===== src/rtl/mem_dbg_arbiter.sv =====
// mem_dbg_arbiter: shares the single RAM port between the CPU datapath and a
// debug/loader master, pausing the CPU at a step boundary for each debug access.
module mem_dbg_arbiter #(
    parameter int ADDR_WIDTH    = 16,
    parameter int DATA_WIDTH    = 8,
    parameter int MEM_DEPTH     = 32768,
    parameter int DRAIN_TIMEOUT = 15
) (
    input  logic                  clk,
    input  logic                  reset,
    input  logic [ADDR_WIDTH-1:0] cpu_addr,
    input  logic [DATA_WIDTH-1:0] cpu_wdata,
    input  logic                  cpu_we,
    input  logic                  cpu_oe,
    output logic [DATA_WIDTH-1:0] cpu_rdata,
    input  logic                  cpu_idle,
    output logic                  cpu_pause,
    input  logic                  dbg_req,
    input  logic                  dbg_we,
    input  logic [ADDR_WIDTH-1:0] dbg_addr,
    input  logic [DATA_WIDTH-1:0] dbg_wdata,
    input  logic                  dbg_hold,
    output logic                  dbg_busy,
    output logic                  dbg_ack,
    output logic                  dbg_err,
    output logic [DATA_WIDTH-1:0] dbg_rdata,
    output logic [ADDR_WIDTH-1:0] mem_addr,
    output logic [DATA_WIDTH-1:0] mem_wdata,
    output logic                  mem_we,
    output logic                  mem_oe,
    input  logic [DATA_WIDTH-1:0] mem_rdata
);

    localparam int                  CNT_W     = $clog2(DRAIN_TIMEOUT + 1);
    localparam logic [CNT_W-1:0]    CNT_LAST  = CNT_W'(DRAIN_TIMEOUT - 1);
    localparam logic [ADDR_WIDTH:0] DEPTH_LIM = (ADDR_WIDTH + 1)'(MEM_DEPTH);

    typedef enum logic [2:0] {
        S_IDLE,
        S_DRAIN,
        S_ACCESS,
        S_RESP,
        S_HOLD
    } state_t;

    state_t                  state;
    state_t                  state_nxt;
    logic                    cap_we;
    logic                    cap_we_nxt;
    logic [ADDR_WIDTH-1:0]   cap_addr;
    logic [ADDR_WIDTH-1:0]   cap_addr_nxt;
    logic [DATA_WIDTH-1:0]   cap_wdata;
    logic [DATA_WIDTH-1:0]   cap_wdata_nxt;
    logic                    err_q;
    logic                    err_nxt;
    logic [CNT_W-1:0]        cnt;
    logic [CNT_W-1:0]        cnt_nxt;
    logic [DATA_WIDTH-1:0]   rdata_nxt;
    logic                    in_range;

    assign cpu_rdata = mem_rdata;
    assign in_range  = ({1'b0, cap_addr} < DEPTH_LIM);

    always_ff @(posedge clk or posedge reset) begin
        if (reset) begin
            state     <= S_IDLE;
            cap_we    <= 1'b0;
            cap_addr  <= '0;
            cap_wdata <= '0;
            err_q     <= 1'b0;
            cnt       <= '0;
            dbg_rdata <= '0;
        end else begin
            state     <= state_nxt;
            cap_we    <= cap_we_nxt;
            cap_addr  <= cap_addr_nxt;
            cap_wdata <= cap_wdata_nxt;
            err_q     <= err_nxt;
            cnt       <= cnt_nxt;
            dbg_rdata <= rdata_nxt;
        end
    end

    // Bus ownership: CPU owns the RAM in IDLE and DRAIN; the captured debug
    // request owns it from ACCESS onwards. A CPU read+write collision favours the write.
    always_comb begin
        state_nxt     = state;
        cap_we_nxt    = cap_we;
        cap_addr_nxt  = cap_addr;
        cap_wdata_nxt = cap_wdata;
        err_nxt       = err_q;
        cnt_nxt       = cnt;
        rdata_nxt     = dbg_rdata;

        mem_addr  = cpu_addr;
        mem_wdata = cpu_wdata;
        mem_we    = cpu_we;
        mem_oe    = cpu_oe & ~cpu_we;
        cpu_pause = 1'b1;
        dbg_busy  = 1'b1;
        dbg_ack   = 1'b0;
        dbg_err   = 1'b0;

        case (state)
            S_IDLE: begin
                cpu_pause = 1'b0;
                dbg_busy  = 1'b0;
                if (dbg_req) begin
                    cap_we_nxt    = dbg_we;
                    cap_addr_nxt  = dbg_addr;
                    cap_wdata_nxt = dbg_wdata;
                    err_nxt       = 1'b0;
                    cnt_nxt       = '0;
                    state_nxt     = S_DRAIN;
                end
            end

            S_DRAIN: begin
                if (cpu_idle) begin
                    state_nxt = S_ACCESS;
                end else if (cnt == CNT_LAST) begin
                    err_nxt   = 1'b1;
                    state_nxt = S_RESP;
                end else begin
                    cnt_nxt = cnt + 1'b1;
                end
            end

            S_ACCESS: begin
                mem_addr  = cap_addr;
                mem_wdata = cap_wdata;
                mem_we    = in_range & cap_we;
                mem_oe    = in_range & ~cap_we;
                state_nxt = S_RESP;
                if (!in_range) begin
                    err_nxt = 1'b1;
                end else if (!cap_we) begin
                    rdata_nxt = mem_rdata;
                end
            end

            S_RESP: begin
                mem_addr  = cap_addr;
                mem_wdata = cap_wdata;
                mem_we    = 1'b0;
                mem_oe    = 1'b0;
                dbg_ack   = 1'b1;
                dbg_err   = err_q;
                state_nxt = dbg_hold ? S_HOLD : S_IDLE;
            end

            S_HOLD: begin
                mem_addr  = cap_addr;
                mem_wdata = cap_wdata;
                mem_we    = 1'b0;
                mem_oe    = 1'b0;
                dbg_busy  = 1'b0;
                if (dbg_req) begin
                    cap_we_nxt    = dbg_we;
                    cap_addr_nxt  = dbg_addr;
                    cap_wdata_nxt = dbg_wdata;
                    err_nxt       = 1'b0;
                    state_nxt     = S_ACCESS;
                end else if (!dbg_hold) begin
                    state_nxt = S_IDLE;
                end
            end

            default: begin
                state_nxt = S_IDLE;
            end
        endcase
    end

endmodule


===== config.mk =====
export PLATFORM = sky130hd
export DESIGN_NAME = mem_dbg_arbiter
export DESIGN_NICKNAME = d
export VERILOG_FILES = /design/src/rtl/mem_dbg_arbiter.sv
export SDC_FILE = /design/constraint.sdc
export NUM_CORES = 1
export LEC_CHECK = 0
export ABC_CLOCK_PERIOD_IN_PS = 4400
export CAP_MARGIN = 20
export CORE_MARGIN = 1
export CORE_UTILIZATION = 43
export DETAILED_ROUTE_END_ITERATION = 12
export PLACE_DENSITY = 0.85
export REMOVE_ABC_BUFFERS = 1
export SLEW_MARGIN = 10
export SYNTH_ARGS = -nofsm -noshare
export SYNTH_HDL_FRONTEND = slang
export SYNTH_SLANG_ARGS = --single-unit

===== constraint.sdc =====
create_clock -name clk -period 4.4 [get_ports clk]
set_input_delay 0.88 -clock clk [delete_from_list [all_inputs] [get_ports clk]]
set_output_delay 0.88 -clock clk [all_outputs]
set_load 0.03 [all_outputs]

# After elaboration in Yosys (flattened, before gate mapping)
# Index checks and enable logic that the tools add are counted.
# Widths: inputs -> output; s select.
[classes] add_sub_neg=1 order_cmp=1 n_eq_ne=13 mux=24 bitwise_logic=5 reduce_logical=11
[op_table] op="$mux 3" count=6
[op_table] op="$lt 16x16->1 const B" count=1
[op_table] op="$mux 16" count=1
[op_table] op="$pmux 3 s5" count=1
[op_table] op="$mux 4" count=3
[op_table] op="$ne 2x2->1 const B" count=5
[op_table] op="$mux 1" count=8
[op_table] op="$mux 8" count=1
[op_table] op="$pmux 4 s2" count=1
[op_table] op="$eq 3x2->1 const B" count=2
[op_table] op="$ne 3x3->1 const B" count=2
[op_table] op="$reduce_and 3->1" count=2
[op_table] op="$reduce_and 5->1" count=1
[op_table] op="$add 4x1->4 const B" count=1
[op_table] op="$eq 4x4->1 const B" count=1
[op_table] op="$pmux 1 s2" count=2
[op_table] op="$reduce_and 4->1" count=1
[op_table] op="$reduce_or 2->1" count=2
[op_table] op="$and 1x1->1" count=3
[op_table] op="$eq 3x1->1 const B" count=1
[op_table] op="$eq 3x3->1 const B" count=1
[op_table] op="$logic_not 3->1" count=1
[op_table] op="$pmux 1 s3" count=1
[op_table] op="$reduce_bool 3->1" count=1
[op_table] op="5 further kinds" count=6
[totals] regBits=41 input_bits=64 output_inout_bits=46 elab_cells=62

# Longest topological paths before layout
# Gate-level depths: netlist (run 1).
[logic_depth] ltp_word=4 ltp_mapped=6 depth_no_buf=6

# Least setup slack after synthesis (run 1)
# Ideal clock, no wire load.
[synth_path] path_type="register to output" start="reg state[0]" end="out mem_addr[5]" arrival_ns=1.619 required_time_ns=3.520 slack_ns=1.901 stages_incl_launch_ff=7 n_path_buf=2 cell_sequence="dfrtp_1 > nor2_4 > inv_1 > a21o_1 > buf_6 > buf_6 > mux2_1"
[synth_between] elab_chain_cells=3 elab_cells_between_ends=5 classes_between="eq/ne (3); mux (1); reduce/logical (1)"
[synth_rtl] element="from (decl)" line="46" text="state_t state;"
[synth_rtl] element="from (signal assigned)" line="74" text="state <= state_nxt;"
[synth_rtl] element="$eq 3x3->1 or $eq 3x2->1 (tied branches)" line="104" text="case (state)"
[synth_rtl] element="$reduce_or 3->1 (no line) (*)"
[synth_rtl] element="$mux 16 (*)" line="104"
[synth_rtl] element="to (decl)" line="27" text="output logic [ADDR_WIDTH-1:0] mem_addr,"
# Mark *: on every way between the ends. The rest lies on a longest branch, timed or not.

# Final worst setup path (run 1)
[layout_path] start="reg state[2]" end="out mem_addr[10]"
# The elaborated chain is that of the path after synthesis.

==> impl_metrics.py, run 1 <==
metrics = {
    "run_status": {
        "status": "completed",
    },
    "synthesis": {
        "synth_area_leader_cell": "dfrtp_1",
        "synth_cell_types": 35,
        "synth-seq-area-share_pct": 47.0,
        "yosys_warnings": 0,
        "syn_avg_cell_area_um2": 9.57,
        "syn_area_mm2": 0.00218,
        "synth_xor_area_share_pct": 0,
        "synth_cells": 228,
        "yosys.area.top_type_share_pct": 47.0,
        "yosys.area_share.simple_pct": 21.2,
        "ys_ff_latch": 41,
        "synth_compound_area_share_pct": 7.00,
        "synthMuxAreaShare_pct": 16.5,
        "synth.area.top_cells": "dfrtp_1 47%, mux2_2 15%, nand2_1 14%",
        "yosys.area_share.adder_pct": 1.15,
        "synth_top_family_by_area": "simple AND/OR/NAND/NOR gates",
    },
    "critical_path": {
        "required_ns": 3.52,
        "start_kind": "flip-flop",
        "crit_type": "reg -> out",
        "r2r_slack_ns": 2.38,
        "cp-startpoint": "state[2]$_DFFE_PP0P_",
        "end_kind": "output port",
        "crit_arrival_ns": 2.85,
        "cp_max_fo": 17,
        "timing.rr.start": "state[0]$_DFFE_PP0P_",
    },
    "clock_network": {
        "root_buffer": "clkbuf_8",
        "clock_path_buffers": 2,
        "htreeDepth": 2,
        "clkTransAtPathRegs_ns": 0.08,
        "cts_tree": "done",
        "cts_hold_buf": 0,
        "clock_sinks": 41,
        "post_cts_resized": 0,
        "cts_buffers": 5,
        "clock_latency_ns": 0.29,
        "post_cts_buffers": 0,
    },
    "timing": {
        "tns_ns": 0,
        "hold_violations": 0,
        "grt_setup_unrepaired": "false",
        "max_slew_margin_pct": 37.8,
        "drv_slew": 0,
        "timing.fmax_ghz": 0.268,
        "setup_viol": 0,
        "timing.final.crit_share_pct": 84.7,
        "min_period_ns": 3.73,
        "tightest_slew_ns": 0.933,
        "clock_skew_ns": 0.00779,
    },
    "final_layout": {
        "syn_to_final_growth_pct": 53.2,
        "final_nets": 393,
        "diodes": 0,
        "final_area_mm2": 0.00334,
        "drive_above_1_share_pct": 14.3,
        "post-route-util_pct": 69.8,
    },
    "grt": {
        "grt_pass1_wl_um": 8510,
        "grt_use_total_pct": 21.0,
        "grt_max_degree": 42,
        "grt-ovfl-total": 0,
        "antenna_found_initial": 0,
        "grt_pass1_vias": 1968,
    },
    "placed_design": {
        "dp.final_hpwl_um": 4000,
        "placed_area_mm2": 0.00324,
        "gp_congestion": 0.869,
        "port_buffers": 109,
    },
    "die": {
        "die_y_um": 73.2,
        "num_rows": 25,
        "io_pins": 110,
        "initial_utilization_pct": 45.6,
        "dieArea_mm2": 0.00536,
        "chipWidth_um": 73.2,
        "core_area_mm2": 0.00479,
    },
    "drt": {
        "wl_um": 5330,
        "vias_per_cell": 4.94,
        "drt_first_iter_violations": 139,
        "dr_total_vias": 1950,
        "drt-wirelength-per-cell_um": 13.5,
        "antenna_left": 0,
        "drc": 0,
        "firstDrtPassIters": 4,
    },
    "power": {
        "p_leak_nw": 1.50,
        "irDropWorstVdd_mv": 0.426,
        "p_per_area_mw_per_mm2": 676,
    },
    "hold_path": {
        "hold_class": "reg -> reg",
        "hp-start": "cap_wdata[3]$_DFFE_PP0P_",
    },
    "flow_run": {
        "maxCapViolations": 0,
    },
}
==> critical path: stages, from the launching register on <==
cell	delay [ns]
dfrtp_1	0.55
nor2_1	0.36
a21o_1	0.36
buf_4	0.32
mux2_2	0.36
clkdlybuf4s50_1	0.60
==> cells in the mapped netlist (all sizes together) <==
| library cell | number |
|---|---|
| nand2 | 84 |
| dfrtp | 41 |
| mux2 | 32 |
| buf | 15 |
| nor2 | 9 |
| o21ai | 6 |
| inv | 5 |
| a21oi | 4 |
| clkbuf | 4 |
| a31oi | 3 |
| and2 | 3 |
| a22o | 2 |
| ha | 2 |
| nand2b | 2 |
| nand3 | 2 |
| a2111oi | 1 |
| a21o | 1 |
| a31o | 1 |
| a32oi | 1 |
| and3 | 1 |
| nand4b | 1 |
| nor2b | 1 |
| nor3 | 1 |
| nor4 | 1 |
| o21a | 1 |
| o221ai | 1 |
| o31ai | 1 |
| o41ai | 1 |
| or3 | 1 |
==> flip-flops by register name, indices dropped and copies added (netlist names) <==
register,count
cnt,4
err_q,1
state,3
cap_addr,16
dbg_rdata,8
cap_wdata,8
cap_we,1
==> layer usage <==
| metal | global-route usage, % | share of wire (%) | vias up |
|---|---|---|---|
| met5 | 0 | 0 | - |
| met3 | 6.22 | 8.3 | 5 |
| met2 | 37.8 | 50 | 92 |
| met4 | 8.06 | 1.2 | 0 |
| li1 | - | - | 945 |
| met1 | 23.3 | 40 | 908 |
==> layout make-up <==
type / count / area (um2)
Inverter: 5 / 18.8
Clock buffer: 7 / 96.3
Timing Repair Buffer: 111 / 1110
Tap cell: 67 / 83.8
Sequential cell: 41 / 1030
Multi-Input combinational cell: 163 / 1000
Fill cell: 373 / 1450
Clock inverter: 1 / 8.76
==> cell families (layout without fill, tap and decap cells) <==
kind of cell	after synthesis	in the layout
fa+ha+maj	2	2
flops	41	41
compound gates	23	23
mux	32	32
simple gates	106	106
buf+inv	24	124
==> worst paths after layout <==
path	endpoint	depth (start not counted)
worst min-delay path	cap_wdata[3]$_DFFE_PP0P_	2
worst min register to register	cap_wdata[3]$_DFFE_PP0P_	2
worst max register to register	cnt[3]$_DFFE_PP0P_	4
min in group asynchronous	dbg_rdata[1]$_DFFE_PP0P_	3
worst max-delay path	mem_addr[10]	5
max in group asynchronous	cap_addr[10]$_DFFE_PP0P_	3
==> report_power, final <==
group | switching [mW] | leakage, nW | internal [mW] | total (mW)
Combinational | 0.704 | 0.930 | 0.598 | 1.30
Clock | 0.129 | 0.0549 | 0.145 | 0.273
Sequential | 0.140 | 0.512 | 0.545 | 0.685
Total | 0.972 | 1.50 | 1.29 | 2.26
==> placed cells by master (no fill, tap or decap), types with 3 or more instances in the layout <==
| master | netlist | final |
|---|---|---|
| dfrtp_1 | 41 | 41 |
| a31oi_1 | 3 | 3 |
| clkbuf_8 | 0 | 7 |
| a21oi_1 | 4 | 4 |
| o21ai_0 | 6 | 6 |
| inv_1 | 5 | 4 |
| mux2_2 | 30 | 30 |
| clkdlybuf4s50_1 | 0 | 109 |
| nand2_1 | 84 | 84 |
| nor2_1 | 8 | 8 |
==> stage by stage <==
stage | hold WS [ns] | power [mW] | setup WS (ns) | cells
floorplan | 0.438 | 1.48 | 1.54 | 209
global placement | 0.456 | 1.96 | 1.08 | 387
detailed placement | 0.462 | 2.00 | 0.985 | 387
CTS | 0.482 | 2.28 | 0.663 | 395
global route | 0.512 | 2.40 | 0.501 | 395
finish | 0.482 | 2.26 | 0.674 | 395
Note: power is estimated with default switching activity, not from simulation.
==> run 2: changes to the inputs <==
Settings changed: ABC_CLOCK_PERIOD_IN_PS 4400 to 3800, CORE_UTILIZATION 43 to 40, PLACE_DENSITY 0.85 to 0.8.
Clock period 4.4 ns to 3.8 ns, I/O delays scaled along.
==> run 2 against run 1 <==
  * Clock power up 31%
  * Final area up 1.3%
  * Via count down 0.41%
  * Critical path depth unchanged
  * Critical path type unchanged
  * Die area up 7.3%
  * Combinational power up 18%
  * First-iteration DRC count down 2.9%
  * Wire length down 1.4%
  * Sequential power up 14%
  * Clock skew down 0.0031 ns
  * Worst setup slack worse by 0.39 ns
  * Non-clock buffer count up 2
  * Largest power group unchanged
==> impl_metrics.py, run 2 (same netlist as run 1, synthesis figures left out) <==
metrics = {
    "run_status": {
        "status": "completed",
    },
    "clock_network": {
        "clkTransAtPathRegs_ns": 0.07,
        "cts_hold_buf": 0,
        "clock_sinks": 41,
        "clock_latency_ns": 0.29,
        "cts_tree": "done",
        "htreeDepth": 2,
        "clock_path_buffers": 2,
        "root_buffer": "clkbuf_8",
        "post_cts_buffers": 0,
        "cts_buffers": 5,
        "post_cts_resized": 0,
    },
    "placed_design": {
        "gp_congestion": 0.860,
        "port_buffers": 109,
        "placed_area_mm2": 0.00327,
        "dp.final_hpwl_um": 3910,
    },
    "timing": {
        "grt_setup_unrepaired": "false",
        "tns_ns": 0,
        "setup_viol": 0,
        "timing.final.crit_share_pct": 92.4,
        "min_period_ns": 3.51,
        "drv_slew": 0,
        "timing.fmax_ghz": 0.285,
        "max_slew_margin_pct": 37.1,
        "clock_skew_ns": 0.00471,
        "tightest_slew_ns": 0.942,
        "hold_violations": 0,
    },
    "drt": {
        "dr_total_vias": 1942,
        "wl_met2_um": 2530,
        "antenna_left": 0,
        "drt-wirelength-per-cell_um": 13.1,
        "dr_wl_met3_um": 422,
        "drc": 0,
        "vias_per_cell": 4.86,
        "wl_um": 5260,
        "drt_first_iter_violations": 135,
        "top_layer_used": "met4",
        "firstDrtPassIters": 4,
        "met1Wirelength_um": 2230,
    },
    "grt": {
        "antenna_found_initial": 0,
        "grt_max_degree": 28,
        "grt_pass1_wl_um": 8290,
        "grt_pass1_vias": 1849,
        "grt-ovfl-total": 0,
        "grt_use_total_pct": 19.6,
    },
    "critical_path": {
        "required_ns": 3.04,
        "crit_arrival_ns": 2.75,
        "cp_max_fo": 18,
        "crit_type": "reg -> out",
        "start_kind": "flip-flop",
        "end_kind": "output port",
    },
    "final_layout": {
        "final_cell_mix": "109 x clkdlybuf4s50_1, 84 x nand2_1, 41 x dfrtp_1, 30 x mux2_2, 8 x nor2_1",
        "largest_reg_flops": 16,
        "diodes": 0,
        "top_register": "cap_addr",
        "final_area_mm2": 0.00338,
        "syn_to_final_growth_pct": 55.1,
        "reg_top3": "cap_addr: 16 flops, cap_wdata: 8 flops, dbg_rdata: 8 flops",
        "final_nets": 395,
        "final_common_cell": "clkdlybuf4s50_1",
        "drive_above_1_share_pct": 14.5,
    },
    "die": {
        "chipWidth_um": 75.8,
        "die_y_um": 75.8,
        "dieArea_mm2": 0.00575,
        "io_pins": 110,
        "initial_utilization_pct": 42.2,
        "core_area_mm2": 0.00517,
        "num_rows": 26,
    },
    "flow_run": {
        "maxCapViolations": 0,
    },
    "hold_path": {
        "hold_class": "reg -> reg",
    },
    "power": {
        "p_leak_nw": 1.52,
        "irDropWorstVdd_mv": 0.468,
        "power.total_mw": 2.68,
        "p_per_area_mw_per_mm2": 791,
    },
}
## run 2: cell count changes in the layout (fill, tap and decap cells not counted)
| cell | previous run | this run |
|---|---|---|
| inv_6 | 1 | 0 |
| buf_12 | 0 | 1 |
| clkbuf_1 | 0 | 1 |
| clkbuf_8 | 7 | 6 |
| bufinv_16 | 0 | 1 |
| buf_4 | 2 | 3 |
## run 2: metrics by stage
| step | utilization, % | setup WS, ns | hold slack (ns) | instances |
|---|---|---|---|---|
| 5_1_grt | 65.4 | 0.123 | 0.505 | 400 |
| 6_report | 65.4 | 0.288 | 0.475 | 400 |
| 3_5_place_dp | 63.2 | 0.593 | 0.462 | 392 |
| 2_1_floorplan | - | 1.06 | 0.438 | 209 |
| 4_1_cts | 65.4 | 0.265 | 0.481 | 400 |
| 3_3_place_gp | 63.2 | 0.676 | 0.451 | 392 |
## run 2: area by class of cell
class | instances | area, um2
Clock inverter | 1 | 30.0
Clock buffer | 7 | 86.3
Fill cell | 411 | 1790
Multi-Input combinational cell | 163 | 1000
Timing Repair Buffer | 113 | 1130
Tap cell | 70 | 87.6
Inverter | 5 | 18.8
Sequential cell | 41 | 1030
## run 2: critical path, stage by stage, from the launching register on
cell and delay, ns:
dfrtp_1 0.54, nor2_1 0.36, a21o_1 0.39, buf_12 0.22, mux2_2 0.35, clkdlybuf4s50_1 0.60
## run 2: final timing paths
check / startpoint / cells past startpoint / endpoint / slack [ns]
max in group asynchronous: reset / 3 / cap_addr[14]$_DFFE_PP0P_ / 2.37
min reg2reg: cap_addr[8]$_DFFE_PP0P_ / 2 / cap_addr[8]$_DFFE_PP0P_ / 0.48
min in group asynchronous: reset / 2 / dbg_rdata[4]$_DFFE_PP0P_ / 0.76
min: cap_addr[8]$_DFFE_PP0P_ / 2 / cap_addr[8]$_DFFE_PP0P_ / 0.48
max reg2reg: state[0]$_DFFE_PP0P_ / 4 / cnt[3]$_DFFE_PP0P_ / 1.80
max: state[1]$_DFFE_PP0P_ / 5 / mem_wdata[0] / 0.29
## run 2: layer usage
layer	global-route usage, %	up-vias
met2	33.4	76
met5	0	-
met4	8.64	0
li1	-	953
met3	6.61	7
met1	22.3	906
## run 2: power breakdown
group	switching, mW	internal [mW]	leakage (nW)
clock network	0.144	0.214	0.0585
registers	0.151	0.631	0.512
logic	0.822	0.713	0.946
